[src/rtl/bwd_pkg.sv]
// Shared types for buffered_write_device.
//   state_t    : controller states (idle, load counter, count down)
//   PROC_CNT_W : width of the processing counter (PROC_CYCLES must fit)
package bwd_pkg;

  typedef enum logic [1:0] {
    StIdle       = 2'd0,
    StWriting    = 2'd1,
    StProcessing = 2'd2
  } state_t;

  localparam int unsigned PROC_CNT_W = 8;

endpackage

[src/rtl/sync_fifo.sv]
// Single-clock FIFO with registered occupancy count.
// Ports:
//   clk, rst_n : clock, asynchronous active-low reset
//   push/wdata : write request and data (ignored when full)
//   pop/rdata  : read request (ignored when empty); rdata shows the head entry
//   full/empty : occupancy flags derived from the registered count
//   count      : current occupancy, 0..DEPTH
module sync_fifo #(
  parameter int unsigned DATA_WIDTH = 8,
  parameter int unsigned DEPTH      = 4
) (
  input  logic                       clk,
  input  logic                       rst_n,
  input  logic                       push,
  input  logic [DATA_WIDTH-1:0]      wdata,
  input  logic                       pop,
  output logic [DATA_WIDTH-1:0]      rdata,
  output logic                       full,
  output logic                       empty,
  output logic [$clog2(DEPTH):0]     count
);

  localparam int unsigned AW = $clog2(DEPTH);
  localparam int unsigned CW = AW + 1;

  logic [DATA_WIDTH-1:0] mem_q [DEPTH];
  logic [AW-1:0]         wr_ptr_q, wr_ptr_d;
  logic [AW-1:0]         rd_ptr_q, rd_ptr_d;
  logic [CW-1:0]         count_q, count_d;
  logic                  push_ok, pop_ok;

  assign full    = (count_q == CW'(DEPTH));
  assign empty   = (count_q == '0);
  assign count   = count_q;
  assign rdata   = mem_q[rd_ptr_q];
  assign push_ok = push & ~full;
  assign pop_ok  = pop & ~empty;

  // DEPTH is a power of two, so pointers wrap by plain overflow.
  always_comb begin
    wr_ptr_d = push_ok ? wr_ptr_q + AW'(1) : wr_ptr_q;
    rd_ptr_d = pop_ok  ? rd_ptr_q + AW'(1) : rd_ptr_q;
    count_d  = count_q + CW'(push_ok) - CW'(pop_ok);
  end

  always_ff @(posedge clk or negedge rst_n) begin
    if (!rst_n) begin
      wr_ptr_q <= '0;
      rd_ptr_q <= '0;
      count_q  <= '0;
    end else begin
      wr_ptr_q <= wr_ptr_d;
      rd_ptr_q <= rd_ptr_d;
      count_q  <= count_d;
    end
  end

  // Storage needs no reset; only entries behind the pointers are ever read.
  always_ff @(posedge clk) begin
    if (push_ok) begin
      mem_q[wr_ptr_q] <= wdata;
    end
  end

endmodule

[src/rtl/buffered_write_device.sv]
// Write-only sink: input FIFO feeding a fixed-latency item processor.
// Optional feature macro: BWD_DROP_CNT_EN adds a saturating drop_count port.
// Ports:
//   clk, rst_n   : clock, asynchronous active-low reset
//   write_enable : write request; data_in is pushed when write_ready is high
//   data_in      : write data
//   write_ready  : FIFO not full
//   busy         : FIFO not empty or an item is in flight
//   write_ack    : one-cycle pulse per completed item
//   ack_data     : data of the last completed item (held until next ack)
//   fill_level   : FIFO occupancy
//   overflow     : one-cycle pulse after a write was dropped
//   drop_count   : saturating count of dropped writes (BWD_DROP_CNT_EN only)
module buffered_write_device
  import bwd_pkg::*;
#(
  parameter int unsigned DATA_WIDTH  = 8,
  parameter int unsigned DEPTH       = 4,
  parameter int unsigned PROC_CYCLES = 10,
  parameter int unsigned CNT_WIDTH   = 8
) (
  input  logic                     clk,
  input  logic                     rst_n,
  input  logic                     write_enable,
  input  logic [DATA_WIDTH-1:0]    data_in,
  output logic                     write_ready,
  output logic                     busy,
  output logic                     write_ack,
  output logic [DATA_WIDTH-1:0]    ack_data,
  output logic [$clog2(DEPTH):0]   fill_level,
  output logic                     overflow
`ifdef BWD_DROP_CNT_EN
  ,
  output logic [CNT_WIDTH-1:0]     drop_count
`endif
);

  logic                  fifo_full, fifo_empty, fifo_push, fifo_pop;
  logic [DATA_WIDTH-1:0] fifo_rdata;

  state_t                state_q, state_d;
  logic [PROC_CNT_W-1:0] cnt_q, cnt_d;
  logic [DATA_WIDTH-1:0] work_q, work_d;
  logic                  ack_q, ack_d;
  logic [DATA_WIDTH-1:0] ack_data_q, ack_data_d;
  logic                  overflow_q, overflow_d;

  assign fifo_push = write_enable & ~fifo_full;

  sync_fifo #(
    .DATA_WIDTH (DATA_WIDTH),
    .DEPTH      (DEPTH)
  ) u_fifo (
    .clk   (clk),
    .rst_n (rst_n),
    .push  (fifo_push),
    .wdata (data_in),
    .pop   (fifo_pop),
    .rdata (fifo_rdata),
    .full  (fifo_full),
    .empty (fifo_empty),
    .count (fill_level)
  );

  always_comb begin
    state_d    = state_q;
    cnt_d      = cnt_q;
    work_d     = work_q;
    ack_d      = 1'b0;
    ack_data_d = ack_data_q;
    fifo_pop   = 1'b0;
    // Drops are flagged even if a pop frees a slot this cycle.
    overflow_d = write_enable & fifo_full;
    case (state_q)
      StIdle: begin
        if (!fifo_empty) begin
          fifo_pop = 1'b1;
          work_d   = fifo_rdata;
          state_d  = StWriting;
        end
      end
      StWriting: begin
        cnt_d   = PROC_CNT_W'(PROC_CYCLES);
        state_d = StProcessing;
      end
      StProcessing: begin
        if (cnt_q != '0) begin
          cnt_d = cnt_q - PROC_CNT_W'(1);
        end else begin
          ack_d      = 1'b1;
          ack_data_d = work_q;
          // Back-to-back: take the next item without passing through idle.
          if (!fifo_empty) begin
            fifo_pop = 1'b1;
            work_d   = fifo_rdata;
            state_d  = StWriting;
          end else begin
            state_d = StIdle;
          end
        end
      end
      default: state_d = StIdle;
    endcase
  end

  always_ff @(posedge clk or negedge rst_n) begin
    if (!rst_n) begin
      state_q    <= StIdle;
      cnt_q      <= '0;
      work_q     <= '0;
      ack_q      <= 1'b0;
      ack_data_q <= '0;
      overflow_q <= 1'b0;
    end else begin
      state_q    <= state_d;
      cnt_q      <= cnt_d;
      work_q     <= work_d;
      ack_q      <= ack_d;
      ack_data_q <= ack_data_d;
      overflow_q <= overflow_d;
    end
  end

`ifdef BWD_DROP_CNT_EN
  logic [CNT_WIDTH-1:0] drop_cnt_q, drop_cnt_d;

  always_comb begin
    drop_cnt_d = drop_cnt_q;
    if (overflow_d && (drop_cnt_q != '1)) begin
      drop_cnt_d = drop_cnt_q + CNT_WIDTH'(1);
    end
  end

  always_ff @(posedge clk or negedge rst_n) begin
    if (!rst_n) begin
      drop_cnt_q <= '0;
    end else begin
      drop_cnt_q <= drop_cnt_d;
    end
  end

  assign drop_count = drop_cnt_q;
`endif

  assign write_ready = ~fifo_full;
  assign busy        = ~fifo_empty | (state_q != StIdle);
  assign write_ack   = ack_q;
  assign ack_data    = ack_data_q;
  assign overflow    = overflow_q;

endmodule

[config.mk]
export PLATFORM = sky130hd
export DESIGN_NAME = buffered_write_device
export DESIGN_NICKNAME = d
export VERILOG_FILES = /design/src/rtl/bwd_pkg.sv /design/src/rtl/sync_fifo.sv /design/src/rtl/buffered_write_device.sv
export SDC_FILE = /design/constraint.sdc
export NUM_CORES = 1
export LEC_CHECK = 0
export ABC_AREA = 1
export CAP_MARGIN = 15
export CORE_UTILIZATION = 37
export CTS_BUF_LIST = sky130_fd_sc_hd__clkbuf_8
export CTS_CLUSTER_DIAMETER = 40
export DETAILED_ROUTE_END_ITERATION = 16
export PLACE_DENSITY = 0.62
export SKIP_LAST_GASP = 1
export SYNTH_ARGS = -nofsm -noshare
export SYNTH_HDL_FRONTEND = slang
export SYNTH_SLANG_ARGS = --single-unit
[constraint.sdc]
create_clock -name clk -period 5 [get_ports clk]
set_input_delay 0.75 -clock clk [delete_from_list [all_inputs] [get_ports clk]]
set_output_delay 0.75 -clock clk [all_outputs]
set_load 0.01 [all_outputs]
## Word-level counts from Yosys, hierarchy flattened

Memories as Yosys holds them, arrays and structs flattened.
Index checks and enable logic that the tools add are counted.

| storage, ports and cells | value |
|---|---|
| register bits after elaboration | 35 |
| memories kept | 1 |
| bits of input ports | 11 |
| memory bits (writable) | 32 |

Memory list:

| memory | words | bits a word | read ports | clocked after memory_dff | write ports | line | text |
|---|---|---|---|---|---|---|---|
| u_fifo.mem_q | 4 | 8 | 1 | 0 | 1 | sync_fifo.sv:26 | `logic [DATA_WIDTH-1:0] mem_q [DEPTH];` |

| operators by class | value |
|---|---|
| equal/unequal tests | 6 |
| multiplexer cells | 16 |
| reduce and logical (&&, ||, !) cells | 10 |
| bitwise operators | 8 |
| add/sub/neg operators | 5 |

Operator list:

| kind | number |
|---|---|
| $pmux W8 S2 | 2 |
| $mux W8 | 3 |
| $reduce_and A2 Y1 | 4 |
| $reduce_bool A8 Y1 | 1 |
| $sub A8 B1 Y8 const B | 1 |
| $mux W1 | 7 |
| $ne A2 B2 Y1 const B | 3 |
| $pmux W2 S3 | 1 |
| $reduce_bool A2 Y1 | 3 |
| $add A2 B1 Y2 const B | 2 |
| $and A1 B1 Y1 | 4 |
| $mux W2 | 2 |
| $add A3 B1 Y3 | 1 |
| $eq A3 B3 Y1 const B | 1 |
| $logic_not A3 Y1 | 1 |
| $not A1 Y1 | 3 |
| $sub A3 B1 Y3 | 1 |
| $eq A2 B1 Y1 const B | 1 |
| $eq A2 B2 Y1 const B | 1 |
| $logic_not A2 Y1 | 1 |
| $pmux W1 S2 | 1 |
| $or A1 B1 Y1 | 1 |

## Depth between registers and ports, before layout

Gate-level depths: netlist of the first run.

| depth | value |
|---|---|
| depth after elaboration | 6 |
| depth in mapped cells | 15 |
| depth with buffers taken out | 14 |

## Modules after synthesis

A second synthesis of the first run with hierarchy kept.

| second synthesis, totals | value |
|---|---|
| cells, all modules | 318 |
| area total of the unflattened synthesis | 3054.2 sq um |

By module, submodules not included:

| module | times used | cells an instance | area each (sq um) |
|---|---|---|---|
| sync_fifo | 1 | 159 | 1725.4 |
| buffered_write_device | 1 | 159 | 1328.8 |

## Least setup slack after synthesis of the first run

OpenSTA, ideal clock, no wires.

| timing | value |
|---|---|
| path type | reg-to-reg |
| start point | register cnt_q[0] |
| end point | register u_fifo.count_q[2] (netlist: u_fifo.count[2]) |
| path slack | 2.799 ns |
| required time | 4.877 ns |
| library setup time | 0.123 ns |
| clock period less this slack | 2.201 ns |
| cell stages (with the launch flop) | 16 |
| arrival | 2.078 ns |
| cell sequence | dfrtp_1 -> inv_1 -> ha_1 -> nand2_1 -> inv_2 -> nand2_2 -> nand2_2 -> nand2_2 -> buf_6 -> inv_1 -> ha_1 -> inv_1 -> ha_1 -> inv_1 -> fa_1 -> xnor2_1 |

| between the ends | value |
|---|---|
| longest elaborated chain between the ends | 5 |

Ends and longest elaborated chain:

| item | line | text |
|---|---|---|
| start: declaration | buffered_write_device.sv:42 | `logic [PROC_CNT_W-1:0] cnt_q, cnt_d;` |
| start signal: assignment | buffered_write_device.sv:116 | `cnt_q <= cnt_d;` |
| $reduce_bool A8 Y1 | buffered_write_device.sv:87 | `if (cnt_q != '0) begin` |
| $mux W1 | buffered_write_device.sv:87 |  |
| $pmux W1 S2 | buffered_write_device.sv:74 | `case (state_q)` |
| $and A1 B1 Y1 | sync_fifo.sv:37 | `assign pop_ok = pop & ~empty;` |
| net u_fifo.pop_ok | sync_fifo.sv:30 | `logic push_ok, pop_ok;` |
| $sub A3 B1 Y3 | sync_fifo.sv:43 | `count_d = count_q + CW'(push_ok) - CW'(pop_ok);` |
| net u_fifo.count_d[2] | sync_fifo.sv:29 | `logic [CW-1:0] count_q, count_d;` |
| end signal: assignment | sync_fifo.sv:54 | `count_q <= count_d;` |
| end: declaration | sync_fifo.sv:29 |  |

The timed path passes the listed nets, and every way through them passes these cells.
A chain may end at the register's enable or synchronous reset.

## Worst setup path in the final report of the first run

| timing | value |
|---|---|
| start point | register u_fifo.count_q[1] (netlist: u_fifo.count[1]) |
| end point | register u_fifo.count_q[1] (netlist: u_fifo.count[1]) |

| between the ends | value |
|---|---|
| longest elaborated chain between the ends | 6 |
| elaborated cells on any way between the ends | 12 |

Ends and longest elaborated chain:

| item | line | text |
|---|---|---|
| $logic_not A3 Y1 * | sync_fifo.sv:33 | `assign empty = (count_q == '0);` |
| $mux W1 | buffered_write_device.sv:76, buffered_write_device.sv:93 |  |
| $mux W1 | buffered_write_device.sv:87 |  |
| $pmux W1 S2 | buffered_write_device.sv:74 |  |
| $and A1 B1 Y1 * | sync_fifo.sv:37 |  |
| net u_fifo.pop_ok | sync_fifo.sv:30 |  |
| $sub A3 B1 Y3 * | sync_fifo.sv:43 |  |
| net u_fifo.count_d[1] | sync_fifo.sv:29 |  |

Mark *: on every way through the listed nets, which the timed path passes. The rest lies on a longest branch.

==> metrics.yaml, run 1 <==
synth_flop_cell: "dfrtp_1"
path_cells: "nor3_1, nor2_1, nand2_2, inv_1, ha_1, inv_1, ha_1, inv_1, fa_1, inv_1"
critPathRequiredTime_ns: 5.24
via_count: 1917
clock_skew_ns: 0.007870
utilization_pct: 45.65
synth.avg_cell_area_um2: 10.12
antenna_found_initial: 0
antennaDiodeCount: 0
rsz0062_at_grt: "no"
path_common_cell: "inv_1"
ys_seq_elements: 67
final_nets: 344
dp_hpwl_um: 3407
drtIter0Drc: 49
cts_resized: 0
cellLeakagePower_nw: 1.558
layoutNonFillerInstCount: 431
cp_top_family: "simple AND/OR/NAND/NOR gates"
slowest_delay_ns: 0.47
slowest_stage: "nor2_1"
htree_levels: 3
setup_viol: 0
post-route-period-util_pct: 51.03
cts_buffers: 9
worst_slew_pin_slew_ns: 0.8313
clkLatencyLatePin_ns: 0.35
p_per_area_nw_per_um2: 656.2
synthDistinctLibCells: 26
vdd_ir_drop_max_v: 0.0002088
routed_wl_um: 4989
groute.usage.overall_pct: 13.29
r2r_slack_ns: 2.45
portBuffers: 25
max_clock_freq_ghz: 0.3919
path_clk_slew_ns: 0.07
netlist.top_cell.by_area: "edfxtp_1"
grt_pass1_vias: 1803
pin_count: 26
yosys_warnings: 0
synth_area_um2: 2985
critPathLaunch: "u_fifo.count[1]$_DFF_PN0_"
synth.most_common_cell: "nand2_1"
synth_nets: 315
grt_overflow: 0
drcViolationCount: 0
clock_sinks: 67
grt_max_degree: 36
end_kind: "register"
clock_path_buffers: 2
reg2reg_from: "u_fifo.count[1]$_DFF_PN0_"
drtPass1Iterations: 4
cp-start-kind: "register"
vias_per_cell: 4.448
drv_slew: 0
hp-class: "register to register"
slew_headroom_pct: 44.38
tns_ns: 0
status: "finished, final reports clean"
die-width_um: 91.83
fillCellCount: 748
hold_viol: 0
cts_setup_buffers: 0
num_rows: 32
cts_hold_buf: 0
synthArstFlopShare_pct: 52.24
synth_edf_count: 32
path_depth: 10
ys_seq_area_share_pct: 61.53
fin_crit_ns: 2.552
synthTopCellsByArea: "edfxtp_1 32%, dfrtp_1 29%, nand2_1 8.4%"
grt_pass1_wl_um: 8390
crit_buf_inv: 4
critical_path_class: "register to register"
area_growth_pct: 18.78
cts_tree: "done"
endpoint: "u_fifo.count[1]$_DFF_PN0_"
wl_per_cell_um: 11.58
cap_violations: 0
reg2regPathDepth: 10
core_um2: 7767
gp_congestion: 0.7703
root_buffer: "clkbuf_8"
syn_inst: 295
synth.cells.most_frequent: "67 x nand2_1, 39 x nor2_1, 35 x dfrtp_1, 32 x edfxtp_1, 25 x o21ai_0"
fin_hold_ws_ns: 0.4827
die-area_um2: 8432
dp.cells: 415
drive_above_1_share_pct: 12.77
cp_max_fo: 12
reg2reg_to: "u_fifo.count[1]$_DFF_PN0_"
worstPathArrival_ns: 2.79
ant_nets: 0
synth_top_area_share_pct: 32.19
dieHeight_um: 91.83
start_util_pct: 38.43
routing by layer:
| layer | GRT usage, % | share of wire [%] |
|---|---|---|
| met4 | 5.469 | 0.96 |
| met3 | 4.975 | 4.6 |
| met2 | 20.86 | 46 |
| met5 | 0 | 0 |
| met1 | 16.56 | 48 |
state kept, by name, indices dropped and copies added (netlist names):
name	cells
u_fifo.count	3
work_q	8
u_fifo.mem_q	32
cnt_q	8
u_fifo.rd_ptr_q	2
u_fifo.wr_ptr_q	2
overflow	1
write_ack	1
ack_data	8
state_q	2
worst reg2reg max path, cell delays in order, from the launching register on:
cell	delay (ns)
dfrtp_1	0.45
nor3_1	0.10
nor2_1	0.47
nand2_2	0.34
inv_1	0.13
ha_1	0.23
inv_1	0.05
ha_1	0.13
inv_1	0.04
fa_1	0.47
inv_1	0.04
layout make-up:
class / count / area (um2) / area share [%]
Sequential cell: 67 / 1837 / 51.80
Multi-Input combinational cell: 190 / 983.4 / 27.73
Timing Repair Buffer: 26 / 257.7 / 7.269
Tap cell: 102 / 127.6 / 3.599
Clock buffer: 9 / 123.9 / 3.493
Inverter: 30 / 117.6 / 3.317
Clock inverter: 7 / 98.84 / 2.788
power by group:
group          switching [W]  leakage [nW]  internal [W]  total (W)
combinational       0.000531         0.720      0.000362   0.000893
sequential          0.000151         0.726      0.000777   0.000928
clock               0.000222         0.112      0.000284   0.000506
metrics by stage:
| step | worst slack [ns] | total power [W] | cell area, um2 |
|---|---|---|---|
| final | 2.449 | 0.002327 | 3546 |
| after global routing | 2.233 | 0.002513 | 3546 |
| after CTS | 2.403 | 0.002361 | 3546 |
| after detailed placement | 2.411 | 0.001851 | 3323 |
| after global placement | 2.460 | 0.001831 | 3323 |
| after floorplan | 2.799 | 0.001591 | 2985 |
kinds of logic after synthesis:
kind of cell | count (synthesis) | share of synthesized area, %
and+or+nand+nor | 148 | 22.42
DFF | 67 | 61.53
AOI/OAI and AO/OA | 29 | 5.323
xor gates and xnor gates | 4 | 1.174
adders and majority gates | 9 | 4.024
buffers and inverters | 38 | 5.532
how the worst min path moves through the flow:
stage / slack, ns / to / start / cells after the start
after detailed placement: 0.47 / cnt_q[1]$_DFFE_PN0P_ / cnt_q[1]$_DFFE_PN0P_ / 2
after floorplan: 0.44 / cnt_q[1]$_DFFE_PN0P_ / cnt_q[1]$_DFFE_PN0P_ / 2
after global placement: 0.46 / cnt_q[1]$_DFFE_PN0P_ / cnt_q[1]$_DFFE_PN0P_ / 2
after global routing: 0.50 / cnt_q[1]$_DFFE_PN0P_ / cnt_q[1]$_DFFE_PN0P_ / 2
after CTS: 0.49 / cnt_q[1]$_DFFE_PN0P_ / cnt_q[1]$_DFFE_PN0P_ / 2
final: 0.48 / ack_data[1]$_DFFE_PN0P_ / ack_data[1]$_DFFE_PN0P_ / 2
cells in the final DEF, fill, tap and decap left out, drive strengths merged:
| cell | Yosys | routed |
|---|---|---|
| xor2 | 2 | 2 |
| nand3 | 19 | 19 |
| clkbuf | 1 | 9 |
| edfxtp | 32 | 32 |
| clkinv | 1 | 4 |
| inv | 29 | 31 |
| o21ai | 28 | 28 |
| ha | 8 | 8 |
| nor2 | 45 | 45 |
| bufinv | 0 | 2 |
| xnor2 | 2 | 2 |
| buf | 7 | 1 |
| nand2 | 80 | 80 |
| nor3 | 2 | 2 |
| fa | 1 | 1 |
| clkdlybuf4s50 | 0 | 25 |
| dfrtp | 35 | 35 |
| nand4 | 2 | 2 |
| a21o | 1 | 1 |
Note: power is estimated with default switching activity, not from simulation.
==> run 2, diff against run 1 <==
--- a/config.mk
+++ b/config.mk
@@ -11,7 +11,7 @@
 export CTS_BUF_LIST = sky130_fd_sc_hd__clkbuf_8
 export CTS_CLUSTER_DIAMETER = 40
 export DETAILED_ROUTE_END_ITERATION = 16
-export PLACE_DENSITY = 0.62
+export PLACE_DENSITY = 0.64
 export SKIP_LAST_GASP = 1
 export SYNTH_ARGS = -nofsm -noshare
 export SYNTH_HDL_FRONTEND = slang
==> constraint.sdc (replaced) <==
create_clock -name clk -period 2.3 [get_ports clk]
set_input_delay 0.345 -clock clk [delete_from_list [all_inputs] [get_ports clk]]
set_output_delay 0.345 -clock clk [all_outputs]
set_load 0.01 [all_outputs]
==> run 2 against run 1 <==
Compared with the run above:
- sequential cell count stayed put
- sequential share of layout area is 0.67 points lower
- critical path depth is 4 higher
- sequential power is 110% higher
- worst hold slack worse by 0.41 ns
- wire length is 5.5% higher
- final cell count is 2.1% higher
- worst setup slack worse by 2.3 ns
- clock skew is 0.0011 ns higher
- combinational power is 140% higher
- largest cell class unchanged
==> metrics.yaml, run 2 (synthesis gave the netlist of run 1 again) <==
cts_hold_buf: 0  # unchanged
critPathRequiredTime_ns: 2.52  # was 5.24 ns
gp_congestion: 0.7813  # was 0.7703
dp_hpwl_um: 3600  # was 3407 um
cp_max_fo: 4  # was 12
pin_count: 26  # unchanged
crit_buf_inv: 5  # was 4
fin_crit_ns: 2.113  # was 2.552 ns
cellLeakagePower_nw: 1.590  # was 1.558 nW
setup_viol: 0  # unchanged
slowest_stage: "fa_1"  # was nor2_1
final_cell_mix: "67 x nand2_1, 39 x nor2_1, 35 x dfrtp_1"  # unchanged
slew_headroom_pct: 48.19  # was 44.38%
tns_ns: 0  # unchanged
placed_cell_area_um2: 3386  # was 3323 um2
die-width_um: 91.83  # unchanged
end_kind: "register"  # unchanged
clock_skew_ns: 0.008987  # was 0.007870 ns
cap_violations: 0  # unchanged
clkLatencyLatePin_ns: 0.34  # was 0.35 ns
hold_viol: 0  # unchanged
grt_pass1_vias: 1890  # was 1803
dieHeight_um: 91.83  # unchanged
mostFrequentLayoutCell: "nand2_1"  # unchanged
num_rows: 32  # unchanged
reg2regPathDepth: 14  # was 10
rsz0062_at_grt: "no"  # unchanged
worstPathArrival_ns: 2.34  # was 2.79 ns
root_buffer: "clkbuf_8"  # unchanged
drive_above_1_share_pct: 14.50  # was 12.77%
ant_nets: 0  # unchanged
path_common_cell: "inv_1"  # unchanged
start_util_pct: 38.43  # unchanged
grt_overflow: 0  # unchanged
cp-start-kind: "register"  # unchanged
drtIter0Drc: 71  # was 49
reg2reg_from: "cnt_q[1]$_DFFE_PN0P_"  # was u_fifo.count[1]$_DFF_PN0_
p_per_area_nw_per_um2: 1426  # was 656.2 nW/um2
path_clk_slew_ns: 0.07  # about the same
groute.usage.overall_pct: 14.03  # was 13.29%
largest-register: "u_fifo.mem_q"  # unchanged
post-route-period-util_pct: 91.85  # was 51.03%
max_clock_freq_ghz: 0.4734  # was 0.3919 GHz
status: "finished, final reports clean"  # unchanged
grt_pass1_wl_um: 8983  # was 8390 um
drv_slew: 0  # unchanged
final_nets: 353  # was 344
htree_levels: 3  # unchanged
slowest_delay_ns: 0.37  # was 0.47 ns
antenna_found_initial: 0  # unchanged
vias_per_cell: 4.511  # was 4.448
design_area_um2: 3592  # was 3546 um2
routed_wl_um: 5264  # was 4989 um
critical_path_class: "register to register"  # unchanged
path_cells: "inv_1, ha_1, nand2_1, inv_2, nand2_2, nand2_2, nand2_2, inv_1, ha_1, inv_1, ha_1, inv_1, fa_1, xnor2_1"  # was nor3_1, nor2_1, nand2_2, inv_1, ha_1, inv_1, ha_1, inv_1, fa_1, inv_1
r2r_slack_ns: 0.19  # was 2.45 ns
largest_reg_flops: 32  # unchanged
clock_sinks: 67  # unchanged
portBuffers: 25  # unchanged
dp.cells: 424  # was 415
cts_buffers: 9  # unchanged
cts_resized: 0  # unchanged
drcViolationCount: 0  # unchanged
drtPass1Iterations: 4  # unchanged
clock_path_buffers: 2  # unchanged
reg2reg_to: "u_fifo.count[2]$_DFF_PN0_"  # was u_fifo.count[1]$_DFF_PN0_
antennaDiodeCount: 0  # unchanged
cts_tree: "done"  # unchanged
hp-class: "primary input to async pin"  # was register to register
cp_top_family: "adder cells"  # was simple AND/OR/NAND/NOR gates
worst_slew_pin_slew_ns: 0.7772  # was 0.8313 ns
cts_setup_buffers: 0  # unchanged
layoutNonFillerInstCount: 440  # was 431
wl_per_cell_um: 11.96  # was 11.58 um
vdd_ir_drop_max_v: 0.0004877  # was 0.0002088 V
area_growth_pct: 20.33  # was 18.78%
core_um2: 7767  # unchanged
via_count: 1985  # was 1917
grt_max_degree: 36  # unchanged
die-area_um2: 8432  # unchanged
-- run 2: changes by cell type in the layout (fill, tap and decap cells not counted), sizes merged --
cell and delta:
buf +10, inv -2, clkdlybuf4s50 -1, clkinv +1
clkinvlp +1
-- run 2: worst max-delay path by stage --
stage,startpoint,endpoint,slack (ns),depth (start not counted)
after floorplan,cnt_q[0]$_DFFE_PN0P_,u_fifo.count[2]$_DFF_PN0_,0.1,15
after detailed placement,cnt_q[1]$_DFFE_PN0P_,u_fifo.count[2]$_DFF_PN0_,0.19,14
final,cnt_q[1]$_DFFE_PN0P_,u_fifo.count[2]$_DFF_PN0_,0.19,14
after global placement,cnt_q[1]$_DFFE_PN0P_,u_fifo.count[2]$_DFF_PN0_,0.22,14
after CTS,cnt_q[1]$_DFFE_PN0P_,u_fifo.count[2]$_DFF_PN0_,0.17,14
after global routing,cnt_q[1]$_DFFE_PN0P_,u_fifo.count[1]$_DFF_PN0_,0.01,14
-- run 2: layer usage --
metal | wire length, um | part of all wire (%) | GRT usage, %
met5 | 0 | 0 | 0
met4 | 85 | 1.6 | 5.859
met3 | 201 | 3.8 | 4.726
met2 | 2469 | 47 | 22.37
met1 | 2508 | 48 | 17.49
-- run 2: layout make-up --
type                       count  area, um2
fill                         748       4175
sequential                    67       1837
multi-input combinational    190      983.4
timing repair buffer          35      320.3
tap                          102      127.6
clock buffer                   9      123.9
inverter                      30      117.6
clock inverter                 7      82.58
-- run 2: where the power goes --
group / total (W) / leakage, nW / switching [W] / internal [W]
Combinational: 0.00212 / 0.765 / 0.00123 / 0.000884
Sequential: 0.00199 / 0.726 / 0.000299 / 0.00169
Clock: 0.00102 / 0.0994 / 0.000425 / 0.000595
Total: 0.00512 / 1.59 / 0.00196 / 0.00317
-- run 2: worst register-to-register path, stage by stage (launching register included) --
cell,delay (ns)
dfrtp_1,0.34
inv_1,0.09
ha_1,0.19
nand2_1,0.13
inv_2,0.05
nand2_2,0.07
nand2_2,0.06
nand2_2,0.06
inv_1,0.04
ha_1,0.26
inv_1,0.05
ha_1,0.13
inv_1,0.04
fa_1,0.37
xnor2_1,0.13
-- run 2: metrics by stage --
step                      setup slack, ns  total power (W)  util, %  hold slack, ns
after floorplan                   0.09922         0.003460        -         0.04941
after detailed placement           0.1903         0.004157    43.59          0.4611
after global placement             0.2210         0.004092    43.59          0.4567
after CTS                          0.1742         0.005198    46.25         0.08358
final                              0.1874         0.005123    46.25         0.07337
after global routing              0.01210         0.005565    46.25          0.1246
==> run 3, diff against run 2 <==
--- a/config.mk
+++ b/config.mk
@@ -7,6 +7,7 @@
 export LEC_CHECK = 0
 export ABC_AREA = 1
 export CAP_MARGIN = 15
+export CORE_MARGIN = 1
 export CORE_UTILIZATION = 37
 export CTS_BUF_LIST = sky130_fd_sc_hd__clkbuf_8
 export CTS_CLUSTER_DIAMETER = 40
==> results of run 3 <==
Same layout as run 2: the final DEF is identical, and so are final timing and power.
